===== src/rtl/accel_sample_filter.sv =====
// Per-axis moving-average filter for X/Y/Z accelerometer samples with tilt
// detection, a priming indicator and a sticky overrun flag.
module accel_sample_filter #(
  parameter int          LOG2_DEPTH  = 3,
  parameter logic [15:0] TILT_THRESH = 16'd64
) (
  input  logic        CLOCK_50,
  input  logic        RESET,
  input  logic [15:0] AccelX,
  input  logic [15:0] AccelY,
  input  logic [15:0] AccelZ,
  input  logic        SAMPLE_VALID,
  input  logic        CLEAR,
  output logic [15:0] FILT_X,
  output logic [15:0] FILT_Y,
  output logic [15:0] FILT_Z,
  output logic        FILT_VALID,
  output logic        TILT_X,
  output logic        TILT_Y,
  output logic        TILT_Z,
  output logic        PRIMED,
  output logic        OVERRUN
);

  localparam int                  DEPTH     = 1 << LOG2_DEPTH;
  localparam int                  SW        = 16 + LOG2_DEPTH;
  localparam logic [LOG2_DEPTH:0] FILL_FULL = {1'b1, {LOG2_DEPTH{1'b0}}};

  typedef enum logic [1:0] {IDLE, ACC, OUT} state_e;

  state_e state_q, state_d;

  logic signed [15:0]     accel_in [3];
  logic signed [15:0]     smp_q    [3];
  logic signed [15:0]     smp_d    [3];
  logic signed [15:0]     buf_q    [3][DEPTH];
  logic signed [15:0]     buf_d    [3][DEPTH];
  logic signed [SW-1:0]   sum_q    [3];
  logic signed [SW-1:0]   sum_d    [3];
  logic signed [15:0]     filt_q   [3];
  logic signed [15:0]     filt_d   [3];
  logic signed [15:0]     avg      [3];
  logic [16:0]            ext      [3];
  logic [16:0]            mag      [3];
  logic [2:0]             over_thresh;
  logic [2:0]             tilt_q, tilt_d;
  logic [LOG2_DEPTH-1:0]  wr_ptr_q, wr_ptr_d;
  logic [LOG2_DEPTH:0]    fill_q, fill_d;
  logic                   filt_valid_q, filt_valid_d;
  logic                   primed_q, primed_d;
  logic                   overrun_q, overrun_d;

  assign accel_in[0] = AccelX;
  assign accel_in[1] = AccelY;
  assign accel_in[2] = AccelZ;

  // Average is the top 16 bits of the sum: an arithmetic shift that floors.
  // Magnitude is taken in 17 bits so -32768 maps to +32768 without wrapping.
  always_comb begin
    for (int a = 0; a < 3; a++) begin
      avg[a]         = sum_q[a][SW-1:LOG2_DEPTH];
      ext[a]         = {avg[a][15], avg[a]};
      mag[a]         = ext[a][16] ? (~ext[a] + 17'd1) : ext[a];
      over_thresh[a] = mag[a] > {1'b0, TILT_THRESH};
    end
  end

  // NOTE: every combinational output gets a default before any branch, so no
  // path leaves it unassigned and no latch is inferred.
  always_comb begin
    state_d = state_q;
    if (CLEAR) begin
      state_d = IDLE;
    end else begin
      case (state_q)
        IDLE:    if (SAMPLE_VALID) state_d = ACC;
        ACC:     state_d = OUT;
        OUT:     state_d = IDLE;
        default: state_d = IDLE;
      endcase
    end
  end

  always_comb begin
    smp_d        = smp_q;
    buf_d        = buf_q;
    sum_d        = sum_q;
    filt_d       = filt_q;
    tilt_d       = tilt_q;
    wr_ptr_d     = wr_ptr_q;
    fill_d       = fill_q;
    primed_d     = primed_q;
    overrun_d    = overrun_q;
    filt_valid_d = 1'b0;
    if (CLEAR) begin
      buf_d     = '{default: '0};
      sum_d     = '{default: '0};
      filt_d    = '{default: '0};
      tilt_d    = '0;
      wr_ptr_d  = '0;
      fill_d    = '0;
      primed_d  = 1'b0;
      overrun_d = 1'b0;
    end else begin
      if (SAMPLE_VALID && state_q != IDLE) overrun_d = 1'b1;
      case (state_q)
        IDLE: if (SAMPLE_VALID) smp_d = accel_in;
        ACC: begin
          // Modular arithmetic: the transient sum+new may exceed the width,
          // but the final windowed sum always fits.
          for (int a = 0; a < 3; a++) begin
            sum_d[a]           = sum_q[a] + SW'(smp_q[a]) - SW'(buf_q[a][wr_ptr_q]);
            buf_d[a][wr_ptr_q] = smp_q[a];
          end
          wr_ptr_d = wr_ptr_q + (LOG2_DEPTH)'(1);
          if (fill_q != FILL_FULL) fill_d = fill_q + (LOG2_DEPTH+1)'(1);
        end
        OUT: begin
          if (fill_q == FILL_FULL) begin
            filt_d       = avg;
            tilt_d       = over_thresh;
            filt_valid_d = 1'b1;
            primed_d     = 1'b1;
          end
        end
        default: ;
      endcase
    end
  end

  // NOTE: the window buffer is in the reset because a reset must leave every
  // entry zero; this keeps it in flops rather than a RAM macro.
  always_ff @(posedge CLOCK_50 or posedge RESET) begin
    if (RESET) begin
      state_q      <= IDLE;
      smp_q        <= '{default: '0};
      buf_q        <= '{default: '0};
      sum_q        <= '{default: '0};
      filt_q       <= '{default: '0};
      tilt_q       <= '0;
      wr_ptr_q     <= '0;
      fill_q       <= '0;
      filt_valid_q <= 1'b0;
      primed_q     <= 1'b0;
      overrun_q    <= 1'b0;
    end else begin
      // NOTE: non-blocking updates so every register samples pre-edge values.
      state_q      <= state_d;
      smp_q        <= smp_d;
      buf_q        <= buf_d;
      sum_q        <= sum_d;
      filt_q       <= filt_d;
      tilt_q       <= tilt_d;
      wr_ptr_q     <= wr_ptr_d;
      fill_q       <= fill_d;
      filt_valid_q <= filt_valid_d;
      primed_q     <= primed_d;
      overrun_q    <= overrun_d;
    end
  end

  assign FILT_X     = filt_q[0];
  assign FILT_Y     = filt_q[1];
  assign FILT_Z     = filt_q[2];
  assign TILT_X     = tilt_q[0];
  assign TILT_Y     = tilt_q[1];
  assign TILT_Z     = tilt_q[2];
  assign FILT_VALID = filt_valid_q;
  assign PRIMED     = primed_q;
  assign OVERRUN    = overrun_q;

endmodule


===== config.mk =====
export PLATFORM = sky130hd
export DESIGN_NAME = accel_sample_filter
export DESIGN_NICKNAME = d
export VERILOG_FILES = /design/src/rtl/accel_sample_filter.sv
export SDC_FILE = /design/constraint.sdc
export NUM_CORES = 1
export LEC_CHECK = 0
export CAP_MARGIN = 10
export CORE_UTILIZATION = 59
export CTS_BUF_LIST = sky130_fd_sc_hd__clkbuf_8
export DETAILED_ROUTE_END_ITERATION = 7
export PLACE_DENSITY = 0.79
export REMOVE_ABC_BUFFERS = 1
export SLEW_MARGIN = 20
export SYNTH_ARGS = -nofsm -noshare
export SYNTH_HDL_FRONTEND = slang
export SYNTH_SLANG_ARGS = --single-unit

===== constraint.sdc =====
create_clock -name CLOCK_50 -period 42.5 [get_ports CLOCK_50]
set_input_delay 12.75 -clock CLOCK_50 [delete_from_list [all_inputs] [get_ports CLOCK_50]]
set_output_delay 12.75 -clock CLOCK_50 [all_outputs]
set_load 0.01 [all_outputs]

[Word-level counts from Yosys, hierarchy flattened]
Cells that the tools add are included.
Storage, ports and cells
  word-level logic and storage cells: 121
  output and inout port bits: 54
  register bits after elaboration: 552
  input bits: 52
Operators by class
  mux-type cells: 43
  add/subtract/negate cells: 11
  eq/ne operators: 5
  magnitude comparators: 5
  reductions and logical operators: 12
  bitwise operators: 5
Operators with widths (count)
  $mux W384: 2
  $bwmux W128: 3
  $bmux W16 S3: 3
  $mux W48: 3
  $mux W57: 2
  $mux W16: 7
  $add A19 B16 Y19: 3
  $sub A19 B16 Y19: 3
  $add A17 B1 Y17 const B: 3
  $gt A17 B7 Y1 const B: 3
  $mux W17: 3
  $not A17 Y17: 3
  $demux W16 S3: 1
  $mux W3: 5
  $mux W4: 3
  $reduce_bool A2 Y1: 6
  $mux W1: 8
  $add A4 B1 Y4 const B: 1
  $eq A4 B4 Y1 const B: 1
  $ge A4 B4 Y1 const B: 1
  $lt A4 B1 Y1 const B: 1
  $mux W2: 2
  $ne A4 B4 Y1 const B: 1
  $not A3 Y4: 1
  10 further kinds: 12

[Depth between registers and ports, before layout]
Gate-level depths: netlist of the first run.
  word-level depth: 8
  depth in mapped cells: 19
  mapped depth without buffers: 16

[Worst setup path after synthesis of the first run]
OpenSTA, ideal clock, no wires.
  path kind: input-to-reg
  start: in CLEAR
  end: reg smp_q[41] in the netlist's numbering
  slack: 28.410 ns
  data arrival time: 13.958 ns
  buffers on the path: 3
  required time: 42.368 ns
  setup time: 0.132 ns
  cell stages on the path: 5
  path through: clkbuf_1 nor4b_1 buf_2 clkbuf_1 o21ai_0
On the way
  longest elaborated chain between the ends: 2
Ends and longest elaborated chain
  from (decl): RTL line 13  | input logic CLEAR,
  $not A1 Y1 (no source line)
  $reduce_and A3 Y1 (no source line)
  to (signal assigned): RTL line 149  | smp_q <= smp_d;
  to (decl): RTL line 34  | logic signed [15:0] smp_q [3];
Every way passes these cells.
A chain may end at the register's enable or synchronous reset.

==> results.yml, run 1 <==
drt:
  vias_per_cell: 6.23
  routed-wl-met3_um: 8130
  drtAntennaViolNets: 0
  route.detailed.drc: 0
  highest_layer: "met5"
  dr.pass1.iters: 6
  wl_met1_um: 30900
  wire_per_inst_um: 21.0
  vias: 24853
  wirelength_um: 83900
  met2WireLength_um: 40200
  drt_iter0_drc: 3125
pwr:
  combPwrFrac_pct: 31.4
  clockPowerShare_pct: 31.3
  switchingPower_w: 0.000570
  swShare_pct: 35.6
  ir_worst_vdd_uv: 27.9
  p_seq_share_pct: 37.3
  p_int_w: 0.00103
  power_density_nw_per_um2: 50.7
  leakagePower_nw: 13.6
finish:
  syn_to_final_growth_pct: 11.4
  fin_nets: 3477
  drive_gt1_share_pct: 7.01
  final_area_um2: 31600
  finalNonFillerCells: 3988
placed_design:
  io_buffers: 105
  placed_cells: 3821
  post_dp_cell_area_um2: 29600
  hpwl_um: 49100
  place_congestion: 0.907
grt:
  grt_pass1_wl_um: 133000
  grt_pass1_vias: 25051
  grt_max_degree: 241
  antenna_found_initial: 1
  grt.total_usage_pct: 34.5
  grt_overflow: 0
clocking:
  cts_setup_buffers: 0
  clk_path_buf_depth: 3
  cts-root-buf: "clkbuf_8"
  cts_sinks: 552
  ctsHoldBuffers: 0
  cts_resized: 0
  cts_tree: "built"
  clk_pin_slew_ns: 0.06
  cts_max_level: 3
  cts-buffers-inserted: 92
  insertion_delay_ns: 0.70
synth:
  netlist_area_um2: 28400
  ys_ff_latch: 552
  synth_edf_count: 0
  yosysWarnings: 0
  synthFlopType: "dfrtp_1"
  avgSynthCellArea_um2: 8.51
  ys_async_sr_fraction_pct: 100
  synthCells: 3333
  ys_seq_area_share_pct: 48.7
  synth_cell_type_count: 68
sta:
  slew_headroom_pct: 24.2
  worst_pin_slew_ns: 1.14
  setup_viol: 0
  fin_skew_ns: 0.0273
  whs_ns: 0.514
  max_freq_ghz: 0.0669
  rsz0062_at_grt: "no"
  min_period_over_period_pct: 35.2
  slew_viol_final: 0
  finalHoldViolations: 0
  finalSetupTns_ns: 0
  layout_min_cycle_time_ns: 14.96
worst_setup_path:
  critPathCaptureType: "asynchronous set/reset pin"
  cp-start-kind: "input port"
  crit_type: "input port to asynchronous set/reset pin"
  crit_arrival_ns: 15.64
  cp_data_required_time_ns: 43.18
  cp_max_fo: 111
min_path:
  hold_path.class: "register to register"
job:
  cap_violations: 0
floorplanning:
  core_um2: 47000
  dieHeight_um: 221
  row_count: 79
  die_area_um2: 49000
  die_width_um: 221
  ios: 106
  initial_core_util_pct: 60.4
status:
  outcome: "complete, no violations"
[worst paths after layout]
kind,startpoint,endpoint,slack (ns),cells past startpoint
worst max-delay path,RESET,buf_q[365]$_DFFE_PP0P_,27.54,4
worst min-delay path,PRIMED$_DFFE_PP0P_,PRIMED$_DFFE_PP0P_,0.51,2
worst max register to register,wr_ptr_q[2]$_DFFE_PP0P_,avg[15]$_DFFE_PP0P_,37.23,14
worst min register to register,PRIMED$_DFFE_PP0P_,PRIMED$_DFFE_PP0P_,0.51,2
max in group CLOCK_50,SAMPLE_VALID,smp_q[0]$_DFFE_PP0P_,28.10,5
min in group asynchronous,RESET,sum_q[2]$_DFFE_PP0P_,12.63,2
[sequential cells by signal, summed over array words and instances, names as in the netlist]
register,cells
FILT_Z,16
PRIMED,1
OVERRUN,1
FILT_VALID,1
avg,48
smp_q,48
FILT_X,16
state_q,2
FILT_Y,16
tilt_q,3
fill_q,4
sum_q,9
wr_ptr_q,3
buf_q,384
[cell usage in the layout, fill, tap and decap left out, types with 54 or more instances in the layout]
cell	count
dfrtp_1	552
o21ai_0	83
ha_1	63
nand2_1	1023
fa_1	54
a22oi_1	192
a21oi_1	516
inv_1	244
nand4_1	56
clkdlybuf4s50_1	104
clkbuf_8	122
[synthesized netlist by cell type (all sizes together), types with 4 or more instances]
cell type     n  area share [%]
buf          69             1.1
and2          8            0.18
nand4        56             1.2
and4          5            0.15
xnor2        28            0.86
o21a          7            0.19
mux2i         4            0.14
inv         219             2.9
fa           54             3.8
nand2b        7            0.15
nor2b        12            0.26
o21ai        87             1.6
nor3b         4            0.11
a211oi       11            0.33
o31ai         4            0.11
ha           63             2.8
nand3        14            0.25
a22oi       192             5.1
a21o         20            0.53
and3          8            0.18
nor4          8            0.18
o211ai        4            0.11
nor2         54            0.71
dfrtp       552              49
xor2         23            0.71
mux2          6            0.25
clkbuf      200             2.6
nand2      1032              14
nor3         13            0.26
a31oi        13            0.39
a21oi       517             9.1
[power by group through the flow]
stage	registers (W)	clock network (W)	logic, W
final	0.000597	0.000501	0.000503
after global routing	0.000601	0.000527	0.000558
after CTS	0.000595	0.000505	0.000497
after detailed placement	0.000604	0	0.000493
after global placement	0.000603	0	0.000470
after floorplan	0.000590	0	0.000375
[stage by stage]
| stage | setup WS (ns) | utilization, % | power, W |
|---|---|---|---|
| after global routing | 27.12 | 67.3 | 0.00169 |
| after CTS | 27.40 | 67.3 | 0.00160 |
| after floorplan | 14.32 | - | 0.000964 |
| after detailed placement | 26.67 | 63.1 | 0.00110 |
| final | 27.54 | 67.3 | 0.00160 |
| after global placement | 26.79 | 63.0 | 0.00107 |
[worst max-delay path: stages]
cell and delay (ns):
clkdlybuf4s50_1 0.49, inv_8 0.58, buf_4 0.85, buf_4 0.84
[routing by layer]
layer  vias to the layer above  track usage, %
met2                      1436            56.5
met3                       370            6.47
li1                      11016               -
met5                         -               0
met1                     12027            42.9
met4                         4            20.1
[cell families after synthesis]
logic type	count (synthesis)	synth area share [%]
XOR/XNOR	51	1.57
adder cells (fa/ha/maj)	118	6.63
multiplexers	10	0.393
AO/OA/AOI/OAI	879	18.3
flip-flops	552	48.7
buffers and inverters	489	6.71
AND/OR/NAND/NOR	1234	17.7
[layout make-up]
cell class / count / area [um2]
well taps: 607 / 759
fillers: 3660 / 15400
clock buffers: 122 / 1680
flip-flops and latches: 552 / 13800
repair buffers: 150 / 1440
multi-input cells: 2292 / 12800
inverters: 220 / 833
diodes: 1 / 2.50
clock inverters: 44 / 302
Note: power is estimated with default switching activity, not from simulation.
==> run 2: changes to the inputs <==
==> constraint.sdc (replaced) <==
create_clock -name CLOCK_50 -period 15.45 [get_ports CLOCK_50]
set_input_delay 4.635 -clock CLOCK_50 [delete_from_list [all_inputs] [get_ports CLOCK_50]]
set_output_delay 4.635 -clock CLOCK_50 [all_outputs]
set_load 0.01 [all_outputs]
==> run 2 against run 1 <==
Register-to-register slack worse by 27 ns. Sequential share of layout area rose by 0.097 points. Sequential power rose to 2.7 times the previous value. Hold slack about the same. Critical path depth unchanged. Final area shrank 0.22%. Total power increased to 2.7 times the previous value. Die area unchanged. Via count up 0.26%. Largest power group unchanged.
==> results.yml, run 2 (same netlist as run 1, synthesis figures left out) <==
placed_design:
  place_congestion: 0.913
  hpwl_um: 49300
  io_buffers: 105
  post_dp_cell_area_um2: 29600
grt:
  antenna_found_initial: 0
  grt_overflow: 0
  grt_max_degree: 201
  grt_pass1_vias: 25282
  grt.total_usage_pct: 34.7
  grt_pass1_wl_um: 134000
floorplanning:
  row_count: 79
  die_width_um: 221
  core_um2: 47000
  die_area_um2: 49000
  initial_core_util_pct: 60.4
  dieHeight_um: 221
  ios: 106
worst_setup_path:
  cp_max_fo: 106
  cpPeakStageDelay_ns: 0.86
  crit_type: "input port to asynchronous set/reset pin"
  reg2reg_from: "wr_ptr_q[0]$_DFFE_PP0P_"
  cp-start-kind: "input port"
  crit_arrival_ns: 7.45
  path_cells: "clkdlybuf4s50_1 -> inv_8 -> buf_4 -> buf_4"
  critPathCaptureType: "asynchronous set/reset pin"
  cp_data_required_time_ns: 16.13
  crit_path_start: "RESET"
  critPathSlowestCell: "buf_4"
  cpMostUsedCell: "buf_4"
finish:
  fin_nets: 3477
  n_antenna_cell: 0
  largest_reg_flops: 384
  largest_register: "buf_q"
  mostFrequentLayoutCell: "nand2_1"
  layout_common_cells: "1023 x nand2_1, 552 x dfrtp_1, 516 x a21oi_1"
  final_core_util_pct: 67.1
  final_area_um2: 31500
  num-fill-cells: 3687
  drive_gt1_share_pct: 7.05
  syn_to_final_growth_pct: 11.1
drt:
  vias: 24917
  wirelength_um: 84100
  vias_per_cell: 6.25
  dr.pass1.iters: 6
  drt_iter0_drc: 3133
  drtAntennaViolNets: 0
  wire_per_inst_um: 21.1
  route.detailed.drc: 0
pwr:
  combPwrFrac_pct: 31.7
  leakagePower_nw: 13.6
  power_density_nw_per_um2: 138
  p_total_w: 0.00436
  ir_worst_vdd_uv: 88.5
  clockPowerShare_pct: 30.6
  p_seq_share_pct: 37.7
  p_int_w: 0.00280
  switchingPower_w: 0.00157
  swShare_pct: 35.9
min_path:
  hold_path.class: "register to register"
  hold_path.startpoint: "PRIMED$_DFFE_PP0P_"
clocking:
  cts_resized: 0
  cts-buffers-inserted: 91
  cts_max_level: 3
  ctsHoldBuffers: 0
  insertion_delay_ns: 0.69
  cts_setup_buffers: 0
  cts_sinks: 552
  cts_tree: "built"
  clk_pin_slew_ns: 0.06
  clk_path_buf_depth: 3
  cts-root-buf: "clkbuf_8"
job:
  cap_violations: 0
sta:
  max_freq_ghz: 0.148
  slew_viol_final: 0
  slew_headroom_pct: 27.5
  finalHoldViolations: 0
  setup_viol: 0
  worst_pin_slew_ns: 1.09
  min_period_over_period_pct: 43.9
  finalSetupTns_ns: 0
  rsz0062_at_grt: "no"
  fin_skew_ns: 0.0278
  layout_min_cycle_time_ns: 6.78
  whs_ns: 0.514
status:
  outcome: "complete, no violations"
run 2: cell types whose count changed in the layout (fill, tap and decap cells not counted), sizes merged:
cell	change
buf	+1
bufinv	-1
clkbuf	-4
clkinv	+9
clkinvlp	-3
diode	-1
inv	-4
run 2: final cells by class:
class	instances	area [um2]	share of cell area (%)
sequential	552	13800	43.8
multi-input combinational	2292	12800	40.5
clock buffer	118	1620	5.15
timing repair buffer	151	1450	4.61
inverter	220	833	2.64
tap	607	759	2.41
clock inverter	45	274	0.869
run 2: worst max-delay path, delay by kind of cell:
family | cells | cell delay (ns)
buffers and inverters | 4 | 2.64
run 2: power by group through the flow:
stage	sequential, W	combinational [W]	clock [W]
floorplan	0.00162	0.00103	0
global placement	0.00166	0.00129	0
detailed placement	0.00166	0.00135	0
CTS	0.00164	0.00136	0.00134
global route	0.00165	0.00153	0.00140
finish	0.00164	0.00138	0.00134
run 2: path summary, 6_finish.rpt:
kind / end / slack (ns) / depth (start not counted)
min in group asynchronous: sum_q[2]$_DFFE_PP0P_ / 4.50 / 2
worst max-delay path: FILT_X[8]$_DFFE_PP0P_ / 8.67 / 4
worst min-delay path: PRIMED$_DFFE_PP0P_ / 0.51 / 2
worst max register to register: avg[15]$_DFFE_PP0P_ / 10.06 / 14
max in group CLOCK_50: smp_q[32]$_DFFE_PP0P_ / 9.15 / 5
worst min register to register: PRIMED$_DFFE_PP0P_ / 0.51 / 2
run 2: stage by stage:
step                setup WS [ns]  std cells
global placement             7.83       3821
global route                 8.32       3985
finish                       8.67       3985
floorplan                   -4.62       3064
detailed placement           7.76       3821
CTS                          8.47       3984
run 2: routing by layer:
layer  GRT usage [%]  share of wire, %  wire length [um]
met5               0                 0                 0
met4            18.3               4.8              4050
met3            6.69                10              8530
met2            58.2                49             40800
met1            42.7                37             30700
